**config.mk**
```make
export PLATFORM = sky130hd
export DESIGN_NAME = ex_pipe_ctrl
export DESIGN_NICKNAME = d
export VERILOG_FILES = /design/src/rtl/ex_pipe_ctrl.sv
export SDC_FILE = /design/constraint.sdc
export NUM_CORES = 1
export LEC_CHECK = 0
export ABC_AREA = 1
export CORE_AREA = 3 3 120 122
export DETAILED_ROUTE_END_ITERATION = 8
export DIE_AREA = 0 0 123 125
export SETUP_SLACK_MARGIN = 0.1
export SLEW_MARGIN = 20
export SYNTH_ARGS = -nofsm -noshare
export SYNTH_HDL_FRONTEND = slang
export SYNTH_SLANG_ARGS = --single-unit
```
**constraint.sdc**
```tcl
create_clock -name clk -period 3.7 [get_ports clk]
set_input_delay 0.925 -clock clk [delete_from_list [all_inputs] [get_ports clk]]
set_output_delay 0.925 -clock clk [all_outputs]
set_load 0.03 [all_outputs]
```
**src/rtl/ex_pipe_ctrl.sv**
```systemverilog
// ex_pipe_ctrl: sequencing controller for the ID/EX, EX/MEM and MEM/WB pipeline registers.
//
// Tracks per-stage valid bits and destination metadata, inserts one bubble on a
// load-use hazard, runs the data-memory request/ready handshake (freezing the
// front of the pipe while an access waits), flushes on taken branches and
// produces forwarding selects for the two EX-stage source operands.
//
// Ports:
//   clk, reset_n                      clock (rising edge), async active-low reset
//   id_valid, id_rs1, id_rs2,         instruction currently in ID: sources, usage,
//   id_uses_rs1, id_uses_rs2,         destination and memory-op type
//   id_rd, id_rd_we, id_is_load,
//   id_is_store
//   ex_branch_taken                   branch in EX resolved taken
//   mem_ready                         data memory completes the access this cycle
//   pc_en .. mem_wb_en                pipeline register enables
//   id_ex_bubble, flush_if_id         bubble into ID/EX, squash IF/ID
//   fwd_rs1_sel, fwd_rs2_sel          00 regfile, 01 EX/MEM, 10 MEM/WB
//   mem_req, mem_we, mem_err          memory request, store flag, timeout pulse
//   ex_valid, mem_valid, wb_valid     stage valid bits
//   stall_cycles                      saturating count of cycles with pc_en=0
module ex_pipe_ctrl #(
    parameter int unsigned MEM_TIMEOUT = 64,
    parameter int unsigned PERF_W      = 16
) (
    input  logic              clk,
    input  logic              reset_n,
    input  logic              id_valid,
    input  logic [4:0]        id_rs1,
    input  logic [4:0]        id_rs2,
    input  logic              id_uses_rs1,
    input  logic              id_uses_rs2,
    input  logic [4:0]        id_rd,
    input  logic              id_rd_we,
    input  logic              id_is_load,
    input  logic              id_is_store,
    input  logic              ex_branch_taken,
    input  logic              mem_ready,
    output logic              pc_en,
    output logic              if_id_en,
    output logic              id_ex_en,
    output logic              ex_mem_en,
    output logic              mem_wb_en,
    output logic              id_ex_bubble,
    output logic              flush_if_id,
    output logic [1:0]        fwd_rs1_sel,
    output logic [1:0]        fwd_rs2_sel,
    output logic              mem_req,
    output logic              mem_we,
    output logic              mem_err,
    output logic              ex_valid,
    output logic              mem_valid,
    output logic              wb_valid,
    output logic [PERF_W-1:0] stall_cycles
);

    localparam logic [0:0] ST_IDLE = 1'b0;
    localparam logic [0:0] ST_WAIT = 1'b1;

    // Last WAIT-cycle count value before the access is abandoned.
    localparam logic [7:0] TIMEOUT_LAST = 8'(MEM_TIMEOUT - 1);

    // EX stage metadata
    logic              ex_valid_q;
    logic [4:0]        ex_rs1_q;
    logic [4:0]        ex_rs2_q;
    logic [4:0]        ex_rd_q;
    logic              ex_rd_we_q;
    logic              ex_load_q;
    logic              ex_store_q;
    // MEM stage metadata
    logic              mem_valid_q;
    logic [4:0]        mem_rd_q;
    logic              mem_rd_we_q;
    logic              mem_load_q;
    logic              mem_store_q;
    // WB stage metadata
    logic              wb_valid_q;
    logic [4:0]        wb_rd_q;
    logic              wb_rd_we_q;
    // Memory FSM and counters
    logic [0:0]        state_q, state_d;
    logic [7:0]        cnt_q, cnt_d;
    logic [PERF_W-1:0] stall_q;

    logic mem_op;
    logic mem_stall;
    logic load_use;
    logic branch_flush;
    logic ex_take;

    // ------------------------------------------------------------------
    // Memory handshake FSM
    // ------------------------------------------------------------------
    always_comb begin
        mem_op    = mem_valid_q & (mem_load_q | mem_store_q);
        mem_req   = 1'b0;
        mem_err   = 1'b0;
        mem_stall = 1'b0;
        state_d   = state_q;
        cnt_d     = cnt_q;
        case (state_q)
            ST_IDLE: begin
                mem_req = mem_op;
                if (mem_op && !mem_ready) begin
                    state_d   = ST_WAIT;
                    cnt_d     = 8'd0;
                    mem_stall = 1'b1;
                end
            end
            default: begin
                mem_req = 1'b1;
                if (mem_ready) begin
                    state_d = ST_IDLE;
                    cnt_d   = 8'd0;
                end else if (cnt_q == TIMEOUT_LAST) begin
                    // Abandon the access: report it and let the pipe move on.
                    mem_err = 1'b1;
                    state_d = ST_IDLE;
                    cnt_d   = 8'd0;
                end else begin
                    mem_stall = 1'b1;
                    cnt_d     = cnt_q + 8'd1;
                end
            end
        endcase
    end

    assign mem_we = mem_req & mem_store_q;

    // ------------------------------------------------------------------
    // Hazard detection and enables (mem stall > branch flush > load-use)
    // ------------------------------------------------------------------
    assign load_use = id_valid & ex_valid_q & ex_load_q & ex_rd_we_q & (ex_rd_q != 5'd0) &
                      ((id_uses_rs1 & (id_rs1 == ex_rd_q)) |
                       (id_uses_rs2 & (id_rs2 == ex_rd_q)));

    assign branch_flush = ex_valid_q & ex_branch_taken;

    always_comb begin
        pc_en        = 1'b1;
        if_id_en     = 1'b1;
        id_ex_en     = 1'b1;
        ex_mem_en    = 1'b1;
        mem_wb_en    = 1'b1;
        id_ex_bubble = 1'b0;
        flush_if_id  = 1'b0;
        if (mem_stall) begin
            pc_en     = 1'b0;
            if_id_en  = 1'b0;
            id_ex_en  = 1'b0;
            ex_mem_en = 1'b0;
        end else if (branch_flush) begin
            flush_if_id  = 1'b1;
            id_ex_bubble = 1'b1;
        end else if (load_use) begin
            pc_en        = 1'b0;
            if_id_en     = 1'b0;
            id_ex_bubble = 1'b1;
        end
    end

    // ------------------------------------------------------------------
    // Forwarding selects (EX/MEM result has priority over MEM/WB)
    // ------------------------------------------------------------------
    always_comb begin
        fwd_rs1_sel = 2'b00;
        fwd_rs2_sel = 2'b00;
        if (mem_valid_q && mem_rd_we_q && mem_rd_q != 5'd0 && mem_rd_q == ex_rs1_q) begin
            fwd_rs1_sel = 2'b01;
        end else if (wb_valid_q && wb_rd_we_q && wb_rd_q != 5'd0 && wb_rd_q == ex_rs1_q) begin
            fwd_rs1_sel = 2'b10;
        end
        if (mem_valid_q && mem_rd_we_q && mem_rd_q != 5'd0 && mem_rd_q == ex_rs2_q) begin
            fwd_rs2_sel = 2'b01;
        end else if (wb_valid_q && wb_rd_we_q && wb_rd_q != 5'd0 && wb_rd_q == ex_rs2_q) begin
            fwd_rs2_sel = 2'b10;
        end
    end

    // ------------------------------------------------------------------
    // State
    // ------------------------------------------------------------------
    // A bubble loads cleared metadata so stale fields can never match.
    assign ex_take = id_valid & ~id_ex_bubble;

    always_ff @(posedge clk or negedge reset_n) begin
        if (!reset_n) begin
            ex_valid_q  <= 1'b0;
            ex_rs1_q    <= 5'd0;
            ex_rs2_q    <= 5'd0;
            ex_rd_q     <= 5'd0;
            ex_rd_we_q  <= 1'b0;
            ex_load_q   <= 1'b0;
            ex_store_q  <= 1'b0;
            mem_valid_q <= 1'b0;
            mem_rd_q    <= 5'd0;
            mem_rd_we_q <= 1'b0;
            mem_load_q  <= 1'b0;
            mem_store_q <= 1'b0;
            wb_valid_q  <= 1'b0;
            wb_rd_q     <= 5'd0;
            wb_rd_we_q  <= 1'b0;
        end else begin
            if (id_ex_en) begin
                ex_valid_q <= ex_take;
                ex_rs1_q   <= ex_take ? id_rs1 : 5'd0;
                ex_rs2_q   <= ex_take ? id_rs2 : 5'd0;
                ex_rd_q    <= ex_take ? id_rd : 5'd0;
                ex_rd_we_q <= ex_take & id_rd_we;
                ex_load_q  <= ex_take & id_is_load;
                ex_store_q <= ex_take & id_is_store;
            end
            if (ex_mem_en) begin
                mem_valid_q <= ex_valid_q;
                mem_rd_q    <= ex_rd_q;
                mem_rd_we_q <= ex_rd_we_q;
                mem_load_q  <= ex_load_q;
                mem_store_q <= ex_store_q;
            end
            if (mem_wb_en) begin
                // While MEM is held, WB receives a bubble instead of a duplicate.
                wb_valid_q <= mem_valid_q & ~mem_stall;
                wb_rd_q    <= mem_rd_q;
                wb_rd_we_q <= mem_rd_we_q;
            end
        end
    end

    always_ff @(posedge clk or negedge reset_n) begin
        if (!reset_n) begin
            state_q <= ST_IDLE;
            cnt_q   <= 8'd0;
            stall_q <= '0;
        end else begin
            state_q <= state_d;
            cnt_q   <= cnt_d;
            if (!pc_en && stall_q != '1) begin
                stall_q <= stall_q + 1'b1;
            end
        end
    end

    assign ex_valid     = ex_valid_q;
    assign mem_valid    = mem_valid_q;
    assign wb_valid     = wb_valid_q;
    assign stall_cycles = stall_q;

endmodule

```
==> reports/qor.csv, run 1 <==
metric,value,unit
timing.slew.headroom,66.4,%
nNetsFinal,514,
multi_input_area,1560,um2
htree_levels,3,
regArea,1500,um2
tns,0,ns
end_kind,output pin,
grt_pass1_vias,2926,
drive_gt1_share,7.93,%
yosysWarnings,0,
r2r-start,cnt_q[1],
netlist_area,3330,um2
grt_max_degree,36,
intPower,1800,uW
p_comb_share,34.4,%
wl_per_cell,12.2,um
r2r.worst_path.cells,15,
post_cts_buffers,0,
criticalPathCategory,in -> out,
cts_root_buf,clkbuf_16,
synth_fp_nets,453,
drt-initial-drc-count,175,
outcome,completed,
finalHoldViolations,0,
hold_class,reg -> reg,
row_count,42,
die_area,15400,um2
diodes,0,
dpl_cell_area,4060,um2
start_kind,input port,
setup_viol,0,
grt_pass1_wl,14000,um
antenna_left,0,
track_usage,11.4,%
routabilityCongestion,0.846,
ys_ff_latch,60,
vdd_drop_max,0.240,mV
leakagePower,0.00219,uW
rsz0062_at_grt,false,
powerDensity,658,nW/um2
whs,0.404,ns
period_minus_slack,3.49,ns
fin_area,4380,um2
area_growth,31.8,%
switching_share,37.7,%
core_area,13300,um2
drv_cap,0,
antenna_found_initial,0,
syn_area_per_cell,7.81,um2
cp-startpoint,mem_ready,
dp_hpwl,6270,um
met2_usage,17.8,%
fill_cells,1392,
fin_skew,0.00416,ns
cts_tree,done,
avgViaCountPerCell,4.30,
firstDrtPassIters,4,
io_pins,58,
seq_power_share,35.0,%
hold_path_depth,0,
vias,2873,
synth_cell_types,31,
holdBufCountCts,0,
cp.arrival,2.56,ns
start_util,25.0,%
path_clk_slew,0.05,ns
slew_viol_final,0,
die_w,123,um
layout_setup_ws,0.213,ns
tightest_slew,0.499,ns
p_clk_share,30.6,%
grt-busiest-layer,met2,
cts_resized,0,
cts_made_buffers,9,
io_buffers,56,
p_sw,1090,uW
gr-usage-met1,14.9,%
clockBufferDepth,2,
drc,0,
synthCells,426,
cp.required,2.77,ns
clkSinkCount,60,
crit_fanout,3,
fmax,287,MHz
seq_area_frac_synth,45.1,%
insertion_delay,0.32,ns
grt_overflow,0,
wirelength,8150,um
post-place-ws,0.121,ns
use_met3,2.89,%
fp.dieH,125,um
post-route-period-util,94.3,%
hold_start,mem_rd_we_q,
layer usage:
metal | part of all wire, % | up-vias
li1 | - | 1468
met1 | 47 | 1349
met2 | 47 | 44
met3 | 4.1 | 12
met4 | 2.0 | 0
met5 | 0 | -
synth_stat cells:
cell type / instances / area (um2)
o21ai_1: 1 / 5.00
o21ai_0: 12 / 60.1
nor3_4: 1 / 16.3
a21oi_1: 5 / 25.0
clkbuf_1: 1 / 3.75
nor4_1: 2 / 12.5
nand4_1: 6 / 37.5
dfrtp_1: 60 / 1500
a22o_1: 1 / 8.76
nand2_1: 143 / 537
nand3_1: 50 / 250
conb_1: 1 / 3.75
inv_2: 1 / 3.75
and3_1: 1 / 6.26
ha_1: 2 / 25.0
nand3_4: 1 / 17.5
nor2_8: 2 / 40.0
nand2_4: 3 / 33.8
nor2_2: 2 / 12.5
buf_4: 4 / 30.0
nand2_2: 2 / 12.5
buf_2: 6 / 30.0
nor3_1: 13 / 65.1
nor2_1: 22 / 82.6
buf_6: 1 / 11.3
inv_1: 47 / 176
xor2_1: 17 / 149
o21ai_4: 1 / 16.3
o22ai_1: 1 / 6.26
xnor2_1: 16 / 140
inv_4: 1 / 6.26
through the flow:
stage,power [uW],instances,utilization (%)
6_report,2880,668,33.0
3_3_place_gp,2000,652,30.6
4_1_cts,2920,668,33.0
2_1_floorplan,1680,426,-
3_5_place_dp,2020,652,30.6
5_1_grt,3080,668,33.0
cells in the final DEF (no fill, tap or decap), drive strengths merged:
master	instances
o22ai	1
nand3	51
a22o	1
clkbuf	10
dfrtp	60
nand4	6
nor4	2
clkinv	2
o21ai	14
nor3	14
a21oi	5
clkdlybuf4s50	51
inv	49
xnor2	16
dlymetal6s2s	1
ha	2
conb	1
clkinvlp	2
and3	1
buf	10
bufinv	2
xor2	17
nand2	148
nor2	26
worst paths after layout:
kind | endpoint | slack [ns]
setup reg to reg | stall_cycles[9] | 1.66
setup / recovery | ex_mem_en | 0.21
min in group asynchronous | ex_rd_q[4] | 0.54
hold reg to reg | wb_rd_we_q | 0.40
max in group asynchronous | wb_rd_q[4] | 2.53
hold / removal | wb_rd_we_q | 0.40
cell families after synthesis:
family                     count (synthesis)  share of synthesized area, %
and+or+nand+nor                          248                          33.8
adders and majority gates                  2                         0.752
other                                      1                         0.113
xor gates and xnor gates                  33                          8.69
AOI/OAI and AO/OA                         21                          3.65
buffers and inverters                     61                          7.86
DFF                                       60                          45.1
area by class of cell:
type / instances / share of cell area, %
Multi-Input combinational cell: 305 / 35.6
Sequential cell: 60 / 34.2
Timing Repair Buffer: 62 / 13.6
Clock buffer: 10 / 5.22
Tap cell: 176 / 5.02
Inverter: 49 / 4.25
Clock inverter: 6 / 2.03
power groups by stage:
stage          Sequential (uW)  Clock, uW  Combinational, uW
3_3_place_gp              1010          0                987
4_1_cts                   1010        905               1010
5_1_grt                   1040        935               1110
6_report                  1010        882                993
3_5_place_dp              1020          0               1000
2_1_floorplan             1040          0                641
sequential cells by signal, indices dropped and copies added, names as in the netlist, 5 cells and up:
register	count
stall_cycles	16
wb_rd_q	5
ex_rs1_q	5
ex_rs2_q	5
ex_rd_q	5
mem_rd_q	5
cnt_q	8
critical path, stage by stage:
cell             delay [ns]
clkdlybuf4s50_1        0.54
inv_1                  0.06
nand2_1                0.15
nor2_2                 0.09
nor2_8                 0.12
clkdlybuf4s50_1        0.67
Note: power is estimated with default switching activity, not from simulation.
==> inputs of run 2 (changes only) <==
Settings changed: ABC_CLOCK_PERIOD_IN_PS from default to 3700, GPL_ROUTABILITY_DRIVEN from default to 0.
==> results of run 2 <==
The final DEF is identical to that of run 1; final timing and power are the same.
==> inputs of run 3 (changes only) <==
Settings changed: CTS_CLUSTER_DIAMETER from default to 30.
==> results of run 3 <==
The final DEF is identical to that of run 1; final timing and power are the same.
